<file path="config.mk">
export PLATFORM = sky130hd
export DESIGN_NAME = alu_arbiter
export DESIGN_NICKNAME = d
export VERILOG_FILES = /design/src/rtl/alu_arbiter.sv
export SDC_FILE = /design/constraint.sdc
export NUM_CORES = 1
export LEC_CHECK = 0
export BUFFER_PORTS_ARGS = -buffer_cell sky130_fd_sc_hd__buf_4
export CAP_MARGIN = 15
export CORE_ASPECT_RATIO = 1.2
export CORE_MARGIN = 2
export CORE_UTILIZATION = 44
export DETAILED_ROUTE_END_ITERATION = 10
export GPL_TIMING_DRIVEN = 1
export PLACE_DENSITY_LB_ADDON = 0.1
export SYNTH_ARGS = -nofsm -noshare
export SYNTH_HDL_FRONTEND = slang
export SYNTH_SLANG_ARGS = --single-unit
</file>
<file path="constraint.sdc">
create_clock -name clk -period 1.8 [get_ports clk]
set_clock_uncertainty 0.1 [all_clocks]
set_input_delay 0.09 -clock clk [delete_from_list [all_inputs] [get_ports clk]]
set_output_delay 0.09 -clock clk [all_outputs]
set_load 0.005 [all_outputs]
</file>
<file path="src/rtl/alu_arbiter.sv">
// alu_arbiter: shares one combinational ALU between two requesters (IDLE -> EXEC -> RESP).
// Define ALU_ARB_RR_EN for round-robin arbitration; otherwise port 0 has fixed priority.

`ifndef WORD_SIZE
`define WORD_SIZE 16
`endif
`ifndef INST_FUNC_ADD
`define INST_FUNC_ADD 6'h00
`define INST_FUNC_SUB 6'h01
`define INST_FUNC_NOT 6'h02
`define INST_FUNC_AND 6'h03
`define INST_FUNC_ORR 6'h04
`define INST_FUNC_TCP 6'h05
`define INST_FUNC_SHL 6'h06
`define INST_FUNC_SHR 6'h07
`endif

module alu_arbiter #(
    parameter int unsigned WIDTH = `WORD_SIZE
) (
    input  logic             clk,
    input  logic             reset_n,
    input  logic             req0_valid,
    input  logic             req1_valid,
    output logic             req0_ready,
    output logic             req1_ready,
    input  logic [5:0]       req0_func,
    input  logic [5:0]       req1_func,
    input  logic [WIDTH-1:0] req0_data_1,
    input  logic [WIDTH-1:0] req1_data_1,
    input  logic [WIDTH-1:0] req0_data_2,
    input  logic [WIDTH-1:0] req1_data_2,
    output logic             resp0_valid,
    output logic             resp1_valid,
    input  logic             resp0_ready,
    input  logic             resp1_ready,
    output logic [WIDTH-1:0] resp_result,
    output logic             resp_err,
    output logic [5:0]       alu_func,
    output logic [WIDTH-1:0] alu_data_1,
    output logic [WIDTH-1:0] alu_data_2,
    input  logic [WIDTH-1:0] alu_result
);

    typedef enum logic [1:0] {StIdle, StExec, StResp} state_e;

    state_e           state_q, state_d;
    logic             owner_q, owner_d;
    logic             err_q, err_d;
    logic [5:0]       alu_func_q, alu_func_d;
    logic [WIDTH-1:0] alu_data_1_q, alu_data_1_d;
    logic [WIDTH-1:0] alu_data_2_q, alu_data_2_d;
    logic [WIDTH-1:0] result_q, result_d;

    logic             grant0, grant1;
    logic [5:0]       sel_func;
    logic [WIDTH-1:0] sel_data_1, sel_data_2;
    logic             func_ok;

`ifdef ALU_ARB_RR_EN
    // last_q is the most recently granted port; it loses the next conflict.
    logic last_q, last_d;

    always_comb begin
        grant0 = req0_valid && (!req1_valid || last_q);
        grant1 = req1_valid && (!req0_valid || !last_q);
        last_d = last_q;
        if (state_q == StIdle && (grant0 || grant1)) begin
            last_d = grant1;
        end
    end

    always_ff @(posedge clk or negedge reset_n) begin
        if (!reset_n) begin
            last_q <= 1'b1;
        end else begin
            last_q <= last_d;
        end
    end
`else
    assign grant0 = req0_valid;
    assign grant1 = req1_valid && !req0_valid;
`endif

    assign sel_func   = grant1 ? req1_func   : req0_func;
    assign sel_data_1 = grant1 ? req1_data_1 : req0_data_1;
    assign sel_data_2 = grant1 ? req1_data_2 : req0_data_2;
    assign func_ok    = sel_func inside {`INST_FUNC_ADD, `INST_FUNC_SUB, `INST_FUNC_NOT,
                                         `INST_FUNC_AND, `INST_FUNC_ORR, `INST_FUNC_TCP,
                                         `INST_FUNC_SHL, `INST_FUNC_SHR};

    always_comb begin
        state_d      = state_q;
        owner_d      = owner_q;
        err_d        = err_q;
        alu_func_d   = alu_func_q;
        alu_data_1_d = alu_data_1_q;
        alu_data_2_d = alu_data_2_q;
        result_d     = result_q;
        unique case (state_q)
            StIdle: begin
                if (grant0 || grant1) begin
                    state_d      = StExec;
                    owner_d      = grant1;
                    err_d        = !func_ok;
                    alu_func_d   = sel_func;
                    alu_data_1_d = sel_data_1;
                    alu_data_2_d = sel_data_2;
                end
            end
            StExec: begin
                // Unsupported codes must never leak the ALU's held value.
                result_d = err_q ? '0 : alu_result;
                state_d  = StResp;
            end
            StResp: begin
                if (owner_q ? resp1_ready : resp0_ready) begin
                    state_d = StIdle;
                end
            end
            default: state_d = StIdle;
        endcase
    end

    always_ff @(posedge clk or negedge reset_n) begin
        if (!reset_n) begin
            state_q      <= StIdle;
            owner_q      <= 1'b0;
            err_q        <= 1'b0;
            alu_func_q   <= '0;
            alu_data_1_q <= '0;
            alu_data_2_q <= '0;
            result_q     <= '0;
        end else begin
            state_q      <= state_d;
            owner_q      <= owner_d;
            err_q        <= err_d;
            alu_func_q   <= alu_func_d;
            alu_data_1_q <= alu_data_1_d;
            alu_data_2_q <= alu_data_2_d;
            result_q     <= result_d;
        end
    end

    // Gated with reset_n so ready drops immediately when reset is asserted.
    assign req0_ready  = reset_n && (state_q == StIdle) && grant0;
    assign req1_ready  = reset_n && (state_q == StIdle) && grant1;
    assign resp0_valid = (state_q == StResp) && !owner_q;
    assign resp1_valid = (state_q == StResp) && owner_q;
    assign resp_result = result_q;
    assign resp_err    = err_q;
    assign alu_func    = alu_func_q;
    assign alu_data_1  = alu_data_1_q;
    assign alu_data_2  = alu_data_2_q;

endmodule

</file>
==> results of run 1 <==
==> cells in the mapped netlist, types with 2 or more instances <==
| library cell | count | area, µm² |
|---|---|---|
| dfrtp_1 | 58 | 1451 |
| buf_4 | 2 | 15.01 |
| inv_1 | 4 | 15.01 |
| o21ai_0 | 17 | 85.08 |
| mux2_2 | 2 | 22.52 |
| nor2_1 | 7 | 26.28 |
| nand2_1 | 17 | 63.81 |
| mux2i_1 | 38 | 380.4 |
| nand2b_1 | 19 | 118.9 |
| buf_2 | 9 | 45.04 |
| a21oi_1 | 75 | 375.4 |
| clkbuf_1 | 8 | 30.03 |
| o22ai_1 | 2 | 12.51 |
==> tightest hold or removal path, delay by kind of cell <==
kind	cells	cell delay (ps)
compound gates	1	150
mux	1	100
buf+inv	1	80
==> registers in the layout, summed over array words and instances (netlist names) <==
name         count
state_q          2
resp_result     16
resp_err         1
owner_q          1
alu_data_1      16
alu_func         6
alu_data_2      16
==> cells by family (layout without fill, tap and decap cells) <==
logic type / Yosys count / after routing / synth area share [%]
and+or+nand+nor: 45 / 45 / 8.183
AOI/OAI and AO/OA: 95 / 95 / 17.71
DFF: 58 / 58 / 53.63
buffers and inverters: 26 / 280 / 5.594
muxes: 40 / 40 / 14.89
==> stage by stage <==
step                std cells  util [%]  worst slack, ps
floorplan                 264         -            475.3
global placement          490     65.98            356.7
detailed placement        490     65.98            337.5
CTS                       598     84.73            37.92
global route              600     85.13            5.355
finish                    600     85.13            63.87
==> layout make-up <==
class                      instances  area (µm²)
timing repair buffer             261        2217
tap                               82       102.6
clock inverter                     3       40.04
multi-input combinational        180        1114
fill                             353       888.4
sequential                        58        1451
clock buffer                      12       145.1
inverter                           4       15.01
==> power by group <==
part / switching [W] / leakage, nW / internal [W]
combinational: 0.00130 / 1.74 / 0.00153
sequential: 0.000417 / 0.684 / 0.00191
clock: 0.000492 / 0.0962 / 0.000666
total: 0.00221 / 2.52 / 0.00411
==> routing by layer <==
layer / vias to the layer above / GRT usage (%) / part of all wire, %
met4: 0 / 9.211 / 1.3
li1: 1413 / - / -
met2: 139 / 50.00 / 53
met5: - / 0 / 0
met3: 12 / 7.848 / 7.0
met1: 1459 / 35.82 / 38
==> timing repair <==
action                                  in CTS  in global routing
endpoints found under the setup margin       2                  3
buffers inserted                             0                  0
endpoints found under the hold margin      112                  1
hold buffers                                93                  2
resized for setup                            1                  1
==> worst paths after layout <==
path | from | endpoint | cells past startpoint
min reg2reg | resp_result[0] | resp_result[0] | 2
max reg2reg | state_q[1] | owner_q | 5
min | req0_func[5] | alu_func[5] | 3
min in group asynchronous | reset_n | resp_result[2] | 3
max in group asynchronous | reset_n | resp_result[11] | 3
max | state_q[1] | owner_q | 5
==> flow_summary.yaml, run 1 <==
route:
  firstDrtPassIters: 4
  drtAntennaViolNets: 0
  drt_iter0_drc: 153
  wl_per_cell_um: 16.25
  routed_wl_mm: 9.747
  via_count: 3023
  viasPerCell: 5.038
  drc: 0
floorplanning:
  coreArea_um2: 5973
  boundaryPins: 157
  die_y_um: 89.91
  die_w_um: 75.60
  rows: 31
  die_area_um2: 6797
  start_util_pct: 45.31
grt:
  grt_start_max_net_pins: 59
  antenna_found_initial: 0
  grt_pass1_wl_mm: 15.24
  grt_usage_pct: 29.55
  grt-ovfl-total: 0
  grt_pass1_vias: 3116
setup_path:
  critical_path_arrival_ps: 1900
  endpoint_kind: "register"
  worst-path-buf-inv: 2
  reg2reg_slack_ps: 60
  worstSetupPathType: "reg2reg"
  crit_top_cell: "a21oi_1"
  cp_max_fo: 40
  crit_required_ps: 1960
  critPathLaunchType: "register"
  max_stage_delay_ps: 550
  path_cells: "nor2_4 -> buf_8 -> a21oi_1 -> a21oi_1 -> dlygate4sd3_1"
  cp_slowest_cell: "dlygate4sd3_1"
  critPathTopFamily: "buffers and inverters"
cts:
  cts_made_buffers: 9
  cts_tree: "built"
  cts.path.max_buffers: 2
  htree_levels: 3
  cts_sinks: 58
  root_buffer: "clkbuf_8"
  path_clk_slew_ps: 70
  insertion_delay_ps: 320
timing:
  drv_slew: 0
  fin_hold_ws_ps: 36.75
  slew_headroom_pct: 49.57
  hold_violations: 0
  setup_viol: 0
  tightestPinTransition_ps: 756.5
  clock.fmax_mhz: 576.0
  fin_crit_sh_pct: 96.45
  fin_tns_setup_ps: 0
  rsz0062_at_grt: "no"
  period_minus_slack_ps: 1736
power:
  pwr_density_cell_nw_per_um2: 1243
  leakagePower_nw: 2.523
  peakVddDrop_v: 0.0008343
  p_total_w: 0.006321
status:
  status: "completed"
placed_design:
  portBuffers: 156
  hpwl_mm: 5.325
  placed_cell_area_um2: 3941
  place.gp.congestion: 0.7772
cells_and_area:
  drive_gt1_share_pct: 35.33
  final_cell_mix: "buf_4, dlygate4sd3_1, a21oi_1"
  fin_area_um2: 5085
  diodes: 0
  nets: 612
  syn_to_final_growth_pct: 87.89
  mostFrequentLayoutCell: "buf_4"
synthesis:
  syn_inst: 264
  synth-edff-count: 0
  yosys.cell_types.count: 19
  ys_warn_count: 0
  syn_nets: 362
  ys.flop_type: "dfrtp_1"
  syn_area_um2: 2706
  async_reset_ff_share_pct: 100.0
  syn_avg_cell_area_um2: 10.25
  synth_seq_cells: 58
  ys_seq_area_share_pct: 53.63
job:
  max_cap_violations: 0
hold_path:
  hold_path.class: "in2reg"
Note: power is estimated with default switching activity, not from simulation.
==> inputs of run 2 (changes only) <==
--- a/config.mk
+++ b/config.mk
@@ -7,9 +7,11 @@
 export LEC_CHECK = 0
 export BUFFER_PORTS_ARGS = -buffer_cell sky130_fd_sc_hd__buf_4
 export CAP_MARGIN = 15
+export CELL_PAD_IN_SITES_DETAIL_PLACEMENT = 1
+export CELL_PAD_IN_SITES_GLOBAL_PLACEMENT = 2
 export CORE_ASPECT_RATIO = 1.2
 export CORE_MARGIN = 2
-export CORE_UTILIZATION = 44
+export CORE_UTILIZATION = 24
 export DETAILED_ROUTE_END_ITERATION = 10
 export GPL_TIMING_DRIVEN = 1
 export PLACE_DENSITY_LB_ADDON = 0.1
==> constraint.sdc (replaced) <==
create_clock -name clk -period 1.85 [get_ports clk]
set_clock_uncertainty 0.1 [all_clocks]
set_input_delay 0.0925 -clock clk [delete_from_list [all_inputs] [get_ports clk]]
set_output_delay 0.0925 -clock clk [all_outputs]
set_load 0.005 [all_outputs]
==> run 2 against run 1 <==
Net effect: the flow now finishes with violations (negative hold slack); clock-buffer cell count grew 1; setup slack gained 65 ps; power increased by 1.5%; final area increased by 0.64%; first-iteration DRC count decreased by 73%; combinational power down 5%; die area grew 79%; critical path type is now reg2out.
==> flow_summary.yaml, run 2 (synthesis gave the netlist of run 1 again) <==
grt:
  antenna_found_initial: 0
  grt_start_max_net_pins: 39
  grt_pass1_vias: 3148
  grt_pass1_wl_mm: 15.80
  grt_usage_pct: 16.74
  grt-ovfl-total: 0
floorplanning:
  die_y_um: 120.3
  rows: 42
  boundaryPins: 157
  start_util_pct: 24.52
  die_w_um: 100.9
  die_area_um2: 12150
  coreArea_um2: 11040
route:
  dr.max_layer_used: "met4"
  routed_wl_mm: 9.816
  wl_met2_mm: 5.270
  drtAntennaViolNets: 0
  via_count: 2874
  firstDrtPassIters: 4
  wl_per_cell_um: 15.36
  dr_wl_met3_um: 538
  drc: 0
  viasPerCell: 4.498
  wl_met1_mm: 3.879
  drt_iter0_drc: 41
cells_and_area:
  finalNonFillerCells: 639
  syn_to_final_growth_pct: 89.09
  nets: 600
  final_util_pct: 46.37
  diodes: 0
  drive_gt1_share_pct: 36.49
  final_cell_mix: "buf_4, dlygate4sd3_1, a21oi_1"
  mostFrequentLayoutCell: "buf_4"
timing:
  hold_violations: 7
  fin_hold_ws_ps: -33.44
  setup_viol: 0
  fin_crit_sh_pct: 93.04
  fin_tns_setup_ps: 0
  rsz0062_at_grt: "no"
  tightestPinTransition_ps: 532.3
  slew_headroom_pct: 64.51
  clock.fmax_mhz: 581.0
  period_minus_slack_ps: 1721
  drv_slew: 0
setup_path:
  crit_top_cell: "buf_4"
  endpoint_kind: "output pin"
  crit_required_ps: 1660
  critical_path_arrival_ps: 1530
  critPathTopFamily: "buffers and inverters"
  worst-path-buf-inv: 2
  critPathLaunchType: "register"
  cp_max_fo: 26
  worstSetupPathType: "reg2out"
  path_cells: "nor2_4 -> buf_4 -> nand2_1 -> nor2_1 -> buf_4"
  max_stage_delay_ps: 410
  cp_slowest_cell: "dfrtp_1"
cts:
  cts_made_buffers: 9
  insertion_delay_ps: 330
  root_buffer: "clkbuf_16"
  cts_tree: "built"
  cts_sinks: 58
  htree_levels: 3
  path_clk_slew_ps: 50
  post-cts-setup-buffers: 0
  cts.path.max_buffers: 2
power:
  pwr_density_cell_nw_per_um2: 1254
  internal_power_w: 0.004242
  pwr-share-comb_pct: 41.9
  p_clk_share_pct: 23.4
  switching_share_pct: 33.88
  leakagePower_nw: 2.512
  p_switching_w: 0.002174
  peakVddDrop_v: 0.0003956
  pwr-share-seq_pct: 34.7
placed_design:
  portBuffers: 156
  dp.cells: 540
  hpwl_mm: 6.534
  place.gp.congestion: 0.6882
hold_path:
  hold_path.class: "in2reg"
status:
  violations: "negative hold slack"
  status: "finished with violations"
job:
  max_cap_violations: 0
==> run 2: cell types whose count changed in the layout (fill, tap and decap cells not counted), sizes merged <==
cell / previous run / this run
dlygate4sd3: 95 / 83
bufinv: 1 / 0
clkbuf: 12 / 13
clkinv: 2 / 3
==> run 2: final cells by class <==
class | count | area (µm²)
clock buffers | 13 | 250.2
clock inverters | 3 | 15.01
fillers | 1235 | 5918
inverters | 4 | 15.01
multi-input cells | 180 | 1119
flip-flops and latches | 58 | 1451
well taps | 132 | 165.2
repair buffers | 249 | 2102
==> run 2: final timing paths <==
path,startpoint,endpoint,slack [ps],cells past startpoint
min in group asynchronous,reset_n,resp_result[15],100,2
hold / removal,req0_data_2[4],alu_data_2[4],-30,3
hold reg to reg,resp_result[3],resp_result[3],380,2
setup / recovery,state_q[1],req1_ready,130,5
max in group asynchronous,reset_n,alu_data_1[5],1040,3
setup reg to reg,state_q[1],owner_q,190,5
==> run 2: what timing repair did <==
item	CTS	global route
resized for setup	0	1
setup endpoints to repair	0	5
hold endpoints to repair	112	0
hold buffers	88	0
==> run 2: layer usage <==
layer  track usage [%]  up-vias
li1                  -     1395
met1             18.88     1380
met2             30.33       88
met3             4.162       11
met4             5.743        0
met5                 0        -
==> run 2: power by group through the flow <==
stage | combinational [W] | sequential [W] | clock, W
2_1_floorplan | 0.00109 | 0.00223 | 0
3_3_place_gp | 0.00255 | 0.00223 | 0
3_5_place_dp | 0.00259 | 0.00225 | 0
4_1_cts | 0.00276 | 0.00224 | 0.00154
5_1_grt | 0.00300 | 0.00232 | 0.00161
6_report | 0.00269 | 0.00223 | 0.00150
==> run 2: through the flow <==
step / setup WS (ps) / power [W] / instance area (µm²)
after floorplan: 525.3 / 0.003316 / 2706
after global placement: 474.1 / 0.004783 / 4018
after detailed placement: 463.9 / 0.004839 / 4018
after CTS: 31.22 / 0.006537 / 5164
after global routing: 27.54 / 0.006922 / 5117
final: 128.8 / 0.006416 / 5117
==> run 2: worst register-to-register path, cell delays in order, from the launching register on <==
cell	delay, ps
dfrtp_1	410
nor2_4	130
buf_4	210
a21oi_1	90
a21oi_1	110
dlygate4sd3_1	550
